===== config.mk =====
export PLATFORM = sky130hd
export DESIGN_NAME = lut_regfile
export DESIGN_NICKNAME = d
export VERILOG_FILES = /design/src/rtl/lut_regfile.sv
export SDC_FILE = /design/constraint.sdc
export NUM_CORES = 1
export LEC_CHECK = 0
export ABC_AREA = 1
export ABC_CLOCK_PERIOD_IN_PS = 1900
export BUFFER_PORTS_ARGS = -buffer_cell sky130_fd_sc_hd__buf_2
export CAP_MARGIN = 20
export CELL_PAD_IN_SITES_DETAIL_PLACEMENT = 2
export CELL_PAD_IN_SITES_GLOBAL_PLACEMENT = 2
export CORE_ASPECT_RATIO = 1.25
export CORE_UTILIZATION = 35
export CTS_BUF_LIST = sky130_fd_sc_hd__clkbuf_4 sky130_fd_sc_hd__clkbuf_8 sky130_fd_sc_hd__clkbuf_16
export CTS_CLUSTER_DIAMETER = 60
export DETAILED_ROUTE_END_ITERATION = 16
export GPL_TIMING_DRIVEN = 0
export HOLD_SLACK_MARGIN = 0.03
export PLACE_DENSITY_LB_ADDON = 0.25
export SLEW_MARGIN = 20
export SYNTH_ARGS = -nofsm -noshare
export SYNTH_HDL_FRONTEND = slang
export SYNTH_SLANG_ARGS = --single-unit

===== constraint.sdc =====
create_clock -name clk -period 1.9 [get_ports clk]
set_clock_uncertainty 0.05 [all_clocks]
set_input_delay 0.38 -clock clk [delete_from_list [all_inputs] [get_ports clk]]
set_output_delay 0.38 -clock clk [all_outputs]
set_load 0.005 [all_outputs]

===== src/rtl/lut_regfile.sv =====
// Writable table of DEPTH signed constants with registered reads and a multi-cycle restore of the ISA defaults.
// Optional per-entry write protection is enabled by defining LUT_WRPROT_EN.
module lut_regfile #(
  parameter  int WIDTH = 8,
  parameter  int DEPTH = 8,
  localparam int IDXW  = $clog2(DEPTH)
) (
  input  logic             clk,
  input  logic             rst_n,
  input  logic             rd_req,
  input  logic [IDXW-1:0]  rd_idx,
  output logic             rd_valid,
  output logic [WIDTH-1:0] rd_data,
  input  logic             wr_en,
  input  logic [IDXW-1:0]  wr_idx,
  input  logic [WIDTH-1:0] wr_data,
  input  logic             restore,
  output logic             busy,
  input  logic             wr_prot,
  output logic             wr_err
);

  typedef enum logic {
    ST_IDLE,
    ST_RESTORE
  } state_t;

  localparam logic [IDXW-1:0] LAST_IDX = IDXW'(DEPTH - 1);

  // ISA default for an entry; indices past the original eight default to zero.
  function automatic logic [WIDTH-1:0] default_val(input int idx);
    int v;
    case (idx)
      0:       v = 100;
      1:       v = 10;
      2:       v = 5;
      3:       v = 1;
      5:       v = -1;
      6:       v = -30;
      7:       v = -5;
      default: v = 0;
    endcase
    return WIDTH'(v);
  endfunction

  state_t           state;
  logic [IDXW-1:0]  ptr;
  logic [WIDTH-1:0] mem [DEPTH];

  logic idle;
  logic rd_in_range;
  logic wr_in_range;
  logic rd_accept;
  logic wr_request;
  logic wr_commit;

  assign idle = (state == ST_IDLE);

  generate
    if (DEPTH == (1 << IDXW)) begin : g_full_range
      assign rd_in_range = 1'b1;
      assign wr_in_range = 1'b1;
    end else begin : g_partial_range
      assign rd_in_range = (int'(rd_idx) < DEPTH);
      assign wr_in_range = (int'(wr_idx) < DEPTH);
    end
  endgenerate

  assign rd_accept  = idle && rd_req;
  assign wr_request = idle && wr_en && !restore && wr_in_range;

`ifdef LUT_WRPROT_EN
  logic [DEPTH-1:0] prot;
  logic             prot_set;
  logic             prot_block;

  // NOTE: every signal assigned in always_comb gets a default first, so no path can infer a latch.
  always_comb begin
    prot_set   = 1'b0;
    prot_block = 1'b0;
    wr_commit  = 1'b0;
    if (wr_request) begin
      if (wr_prot) begin
        prot_set = 1'b1;
      end else if (prot[wr_idx]) begin
        prot_block = 1'b1;
      end else begin
        wr_commit = 1'b1;
      end
    end
  end

  // Protect bits survive restore; only reset clears them.
  always_ff @(posedge clk or negedge rst_n) begin
    if (!rst_n) begin
      prot   <= '0;
      wr_err <= 1'b0;
    end else begin
      wr_err <= prot_block;
      if (prot_set) begin
        prot[wr_idx] <= 1'b1;
      end
    end
  end
`else
  logic unused_wr_prot;

  assign unused_wr_prot = wr_prot;
  assign wr_commit      = wr_request;
  assign wr_err         = 1'b0;
`endif

  // NOTE: the table resets to the defaults rather than to zero, so the storage
  // array carries the async reset like any other state.
  always_ff @(posedge clk or negedge rst_n) begin
    if (!rst_n) begin
      for (int i = 0; i < DEPTH; i++) begin
        mem[i] <= default_val(i);
      end
    end else if (state == ST_RESTORE) begin
      mem[ptr] <= default_val(int'(ptr));
    end else if (wr_commit) begin
      mem[wr_idx] <= wr_data;
    end
  end

  // NOTE: sequential state uses non-blocking assignments only, so every flop
  // samples pre-edge values regardless of block ordering.
  always_ff @(posedge clk or negedge rst_n) begin
    if (!rst_n) begin
      state <= ST_IDLE;
      ptr   <= '0;
      busy  <= 1'b0;
    end else begin
      case (state)
        ST_IDLE: begin
          if (restore) begin
            state <= ST_RESTORE;
            ptr   <= '0;
            busy  <= 1'b1;
          end
        end
        ST_RESTORE: begin
          if (ptr == LAST_IDX) begin
            state <= ST_IDLE;
            ptr   <= '0;
            busy  <= 1'b0;
          end else begin
            ptr <= ptr + 1'b1;
          end
        end
        default: begin
          state <= ST_IDLE;
          ptr   <= '0;
          busy  <= 1'b0;
        end
      endcase
    end
  end

  // Write-first: a same-cycle write to the read index forwards wr_data.
  always_ff @(posedge clk or negedge rst_n) begin
    if (!rst_n) begin
      rd_valid <= 1'b0;
      rd_data  <= '0;
    end else begin
      rd_valid <= rd_accept;
      if (rd_accept) begin
        if (!rd_in_range) begin
          rd_data <= '0;
        end else if (wr_commit && (wr_idx == rd_idx)) begin
          rd_data <= wr_data;
        end else begin
          rd_data <= mem[rd_idx];
        end
      end
    end
  end

endmodule


; ---- Word-level counts from Yosys, hierarchy flattened
; Cells that the tools add are included.
[word_totals]
ff_bits = 78
latchBits = 0
ramBits = 0
romBits = 0
input_bits = 20
memories = 0
[op_classes]
addsub = 1
multipliers = 0
n_div = 0
order_cmp = 5
n_eq_ne = 9
shift = 0
mux = 23
bitwise_logic = 4
reduce_logical = 10
[ops]
columns = op, count
row1 = $bwmux 64, 2
row2 = $mux 64, 2
row3 = $pmux 8 s7, 1
row4 = $demux 8 s3, 2
row5 = $mux 8, 6
row6 = $bmux 8 s3, 1
row7 = $ge 4x4->1 const B, 3
row8 = $not 3->4, 3
row9 = $eq 3x3->1 const B, 3
row10 = $lt 4x1->1 const B, 2
row11 = $eq 3x2->1 const B, 2
row12 = $logic_and 1x1->1, 6
row13 = $mux 3, 2
row14 = $pmux 3 s2, 1
row15 = $mux 1, 4
row16 = $pmux 1 s2, 2
row17 = $add 3x1->3 const B, 1
row18 = $eq 3x1->1 const B, 1
row19 = $eq 3x3->1, 1
row20 = $logic_not 3->1, 1
row21 = $ne 2x1->1 const B, 1
row22 = $ne 2x2->1 const B, 1
row23 = $reduce_and 2->1, 1
row24 = $reduce_bool 2->1, 1
row25 = 2 further kinds, 2

; ---- Longest topological paths before layout
[depth]
ltp_word = 8
mapped_depth = 9
mapped_depth_nobuf = 9

; ---- Worst setup path after synthesis
; No wires, ideal clock.
[synth_path]
path_kind = flip-flop to flip-flop
start = reg ptr[0]
end = reg mem[10] in the netlist's numbering
t_arrival_ns = 1.448
path_slack_ns = 0.279
stages_incl_launch_ff = 8
period_less_slack_ns = 1.621
path_cell_list = dfrtp_1 inv_1 ha_1 or2_2 a21oi_1 nor2_1 o21ai_1 o21ai_1
[synth_between]
elab_chain_cells = 7
[synth_lines]
columns = element, line
row1 = start: declaration, 47  ; logic [IDXW-1:0] ptr;
row2 = start signal: assignment, 149  ; ptr <= ptr + 1'b1;
row3 = $not 3->4 (implied by the code), 121  ; mem[ptr] <= default_val(int'(ptr));
row4 = $ge 4x4->1 (implied by the code) / $lt 4x1->1 (equally long branches), 121
row5 = $logic_and 1x1->1 (implied by the code), 121
row6 = $mux 8 (implied by the code), 121
row7 = $demux 8 s3, 121
row8 = $bwmux 64 *, 121
row9 = $mux 64 *, 120  ; end else if (state == ST_RESTORE) begin
row10 = end signal: indexed assignment, 118  ; mem[i] <= default_val(i);
row11 = end signal: indexed assignment, 121
row12 = end signal: indexed assignment, 123  ; mem[wr_idx] <= wr_data;
row13 = end: declaration, 48  ; logic [WIDTH-1:0] mem [DEPTH];
; Mark *: on every way between the ends. The rest lies on a longest branch, timed or not. The select of a mux whose other input is x is not followed.
; A chain may end at the register's enable or synchronous reset.

; ---- Worst setup path after layout
[layout_path]
start = reg ptr[1]
end = reg mem[10] in the netlist's numbering
; The elaborated chain is that of the path after synthesis.

==> run_results.csv <==
group,metric,value,unit
clocking,cts-htree-levels,3,
detailed_routing,vias,4537,
worst_setup_path,path_cells,"clkinvlp_4, ha_1, or2_2, a21oi_4, nor2_1, o21ai_1, o21ai_1",
detailed_routing,drt-total-wl,18.2,mm
finish,antenna_cells,0,
logic_synthesis,synth_seq_cells,78,
sta,tns,0,ps
detailed_routing,drt_iter0_drc,188,
pwr,clkPwrFrac,23.2,%
detailed_routing,post_drt_wl_per_cell,21.5,um
logic_synthesis,seq_area_frac_synth,43.6,%
placement,place_congestion,0.852,
logic_synthesis,netlist_top_cells_area,"dfrtp_1 28%, nand2_1 16%, dfstp_2 16%",
pwr,p_leak,2.62,nW
detailed_routing,vias_per_cell,5.38,
detailed_routing,drc,0,
grt,grt_start_max_net_pins,46,
grt,gr-usage-all-layers,27.6,%
grt,grt-ovfl-total,0,
pwr,peakVddDrop,0.000645,V
worst_setup_path,critPathTopFamily,"flip-flops",
pwr,p_int,5.08,mW
clocking,clockBufferDepth,2,
sta,rsz0062_at_grt,"true",
sta,fmax,543,MHz
worst_setup_path,required,2090,ps
detailed_routing,drt_first_pass_iters,4,
pwr,combPwrFrac,43.2,%
pwr,power_switching,3.81,mW
grt,grt_pass1_wl,27.8,mm
hold_path,hp-class,"in -> reg",
clocking,clock_sinks,78,
finish,seq_area,1990,um^2
floorplanning,die_x,104,um
logic_synthesis,synth_cell_types,35,
sta,finalHoldViolations,0,
floorplanning,dieArea,13500,um^2
pwr,powerDensity,1640,nW/um^2
finish,multiInputGateArea,2300,um^2
placement,dp_hpwl,13.4,mm
logic_synthesis,synth.yosys.warnings,0,
status,status,"complete, no violations",
pwr,power,8.90,mW
logic_synthesis,netlist_area,4560,um^2
sta,setup_viol,0,
logic_synthesis,syn_inst,624,
sta,min_period_over_period,96.9,%
grt,antenna_found_initial,0,
worst_setup_path,path_max_fanout,7,
floorplanning,core,12700,um^2
logic_synthesis,synth_edf_count,0,
clocking,tritoncts,"yes",
placement,dp_worst_setup_slack,-361,ps
sta,finalMaxSlewViolations,0,
floorplanning,die_y,130,um
sta,worst_pin_slew,632,ps
sta,worst_slack,59.1,ps
placement,numPortBuffers,24,
pwr,pwr-share-seq,33.6,%
logic_synthesis,yosys.area.top_type_share,28.0,%
finish,areaGrowthSynthToFinish,19.1,%
worst_setup_path,path_buf_inv,1,
logic_synthesis,synth_flop_cell,"dfrtp_1",
sta,min_period,1840,ps
logic_synthesis,yosys.area.top_type,"dfrtp_1",
sta,slew_headroom,57.8,%
clocking,clk_latency,350,ps
worst_setup_path,path_class,"reg -> reg",
worst_setup_path,worst_ep_arrival_time,2030,ps
logic_synthesis,avgSynthCellArea,7.30,um^2
worst_setup_path,slowest_stage,"dfrtp_2",
finish,n_fill_cell,1521,
worst_setup_path,max_stage_delay,430,ps
floorplanning,io_pins,31,
floorplanning,row_count,46,
clocking,clkTransAtPathRegs,70,ps
grt,grt_pass1_vias,4992,
clocking,cts_inserted_buffers,9,
floorplanning,initial_core_util,35.8,%
logic_synthesis,async_flop_share,100,%
run,maxCapViolCount,0,
worst_setup_path,cp-end-kind,"register",
worst_setup_path,crit_path_frequent_cell,"o21ai_1",
finish,layout-drive-gt1-share,22.1,%
finish,final_net_count,695,
clocking,cts-root-buf,"clkbuf_16",
detailed_routing,detail-route-antenna-nets,0,
worst_setup_path,startpoint_type,"register",
logic_synthesis,synth_common_cells,"194 x nand2_1, 102 x nand3_1, 57 x inv_1",
logic_synthesis,synth.most_common_cell,"nand2_1",
pwr,switching_share,42.9,%
logic_synthesis,syn-num-nets,649,
==> cell type report <==
| type | instances | share of cell area (%) |
|---|---|---|
| repair buffers | 35 | 4.20 |
| inverters | 66 | 4.63 |
| plain buffers | 18 | 1.96 |
| clock inverters | 7 | 2.24 |
| clock buffers | 9 | 4.15 |
| flip-flops and latches | 78 | 36.6 |
| well taps | 168 | 3.87 |
| multi-input cells | 462 | 42.3 |
==> power by group through the flow <==
| stage | clock, mW | combinational [mW] | sequential, mW |
|---|---|---|---|
| 6_report | 2.07 | 3.84 | 2.99 |
| 5_1_grt | 2.16 | 4.22 | 3.06 |
| 4_1_cts | 2.09 | 3.63 | 2.97 |
| 3_5_place_dp | 0 | 3.42 | 2.98 |
| 3_3_place_gp | 0 | 3.22 | 2.93 |
| 2_1_floorplan | 0 | 2.25 | 2.86 |
==> state kept, by name, summed over array words and instances, names as in the netlist <==
name      count
rd_valid      1
busy          1
state         1
rd_data       8
ptr           3
mem          64
==> layer usage <==
layer | GRT usage [%] | vias to the layer above | wire length, um
met5 | 0 | - | 0
met4 | 12.4 | 0 | 681
met3 | 3.27 | 35 | 452
met2 | 50.5 | 92 | 9340
met1 | 32.6 | 2293 | 7680
li1 | - | 2117 | -
==> kinds of logic (layout without fill, tap and decap cells) <==
| logic type | after synthesis | in the layout | synth area share, % |
|---|---|---|---|
| fa+ha+maj | 5 | 5 | 1.37 |
| flops | 78 | 78 | 43.6 |
| buf+inv | 84 | 135 | 7.77 |
| simple gates | 379 | 379 | 36.7 |
| other cells | 1 | 1 | 0.0823 |
| compound gates | 77 | 77 | 10.5 |
==> path summary, 6_finish.rpt <==
path / slack (ps) / from / cells past startpoint / end
max in group asynchronous: 650 / rst_n / 3 / mem[49]
setup reg to reg: 60 / ptr[1] / 7 / mem[10]
setup / recovery: 60 / ptr[1] / 7 / mem[10]
min in group asynchronous: 500 / rst_n / 2 / rd_data[4]
hold / removal: 250 / wr_data[0] / 3 / mem[40]
hold reg to reg: 430 / mem[32] / 2 / mem[32]
==> per-stage QoR <==
step | util (%) | hold WS [ps] | cell area, um^2 | std cells
global route | 42.7 | 257 | 5430 | 843
detailed placement | 38.6 | 329 | 4920 | 817
CTS | 41.9 | 242 | 5330 | 834
floorplan | - | 34.4 | 4560 | 624
global placement | 38.4 | 405 | 4890 | 816
finish | 42.7 | 248 | 5430 | 843
==> cells in the final DEF (no fill, tap or decap), drive strengths merged <==
cell,n
dlygate4sd3,1
o211ai,10
nand2,199
nor2,67
or2,1
o22a,1
a31oi,5
a22oi,2
nand3,102
o31ai,3
nor3,5
clkbuf,12
a21oi,28
ha,5
bufinv,3
inv,66
clkinv,3
dfstp,27
clkinvlp,1
o21ai,26
o22ai,2
dfrtp,51
conb,1
nand4,5
buf,49
==> worst min-delay path, delay by kind of cell <==
family / cells / cell delay (ps)
simple gates: 1 / 60
buf+inv: 1 / 100
compound gates: 1 / 70
==> what timing repair did <==
| item | in CTS | in global routing |
|---|---|---|
| buffers inserted | 0 | 9 |
| gates resized for setup | 16 | 10 |
| hold buffers | 1 | 0 |
| setup endpoints to repair | 46 | 31 |
| hold endpoints to repair | 28 | 0 |
| pin swaps | 0 | 3 |
Power figures use the tool's default switching activity.
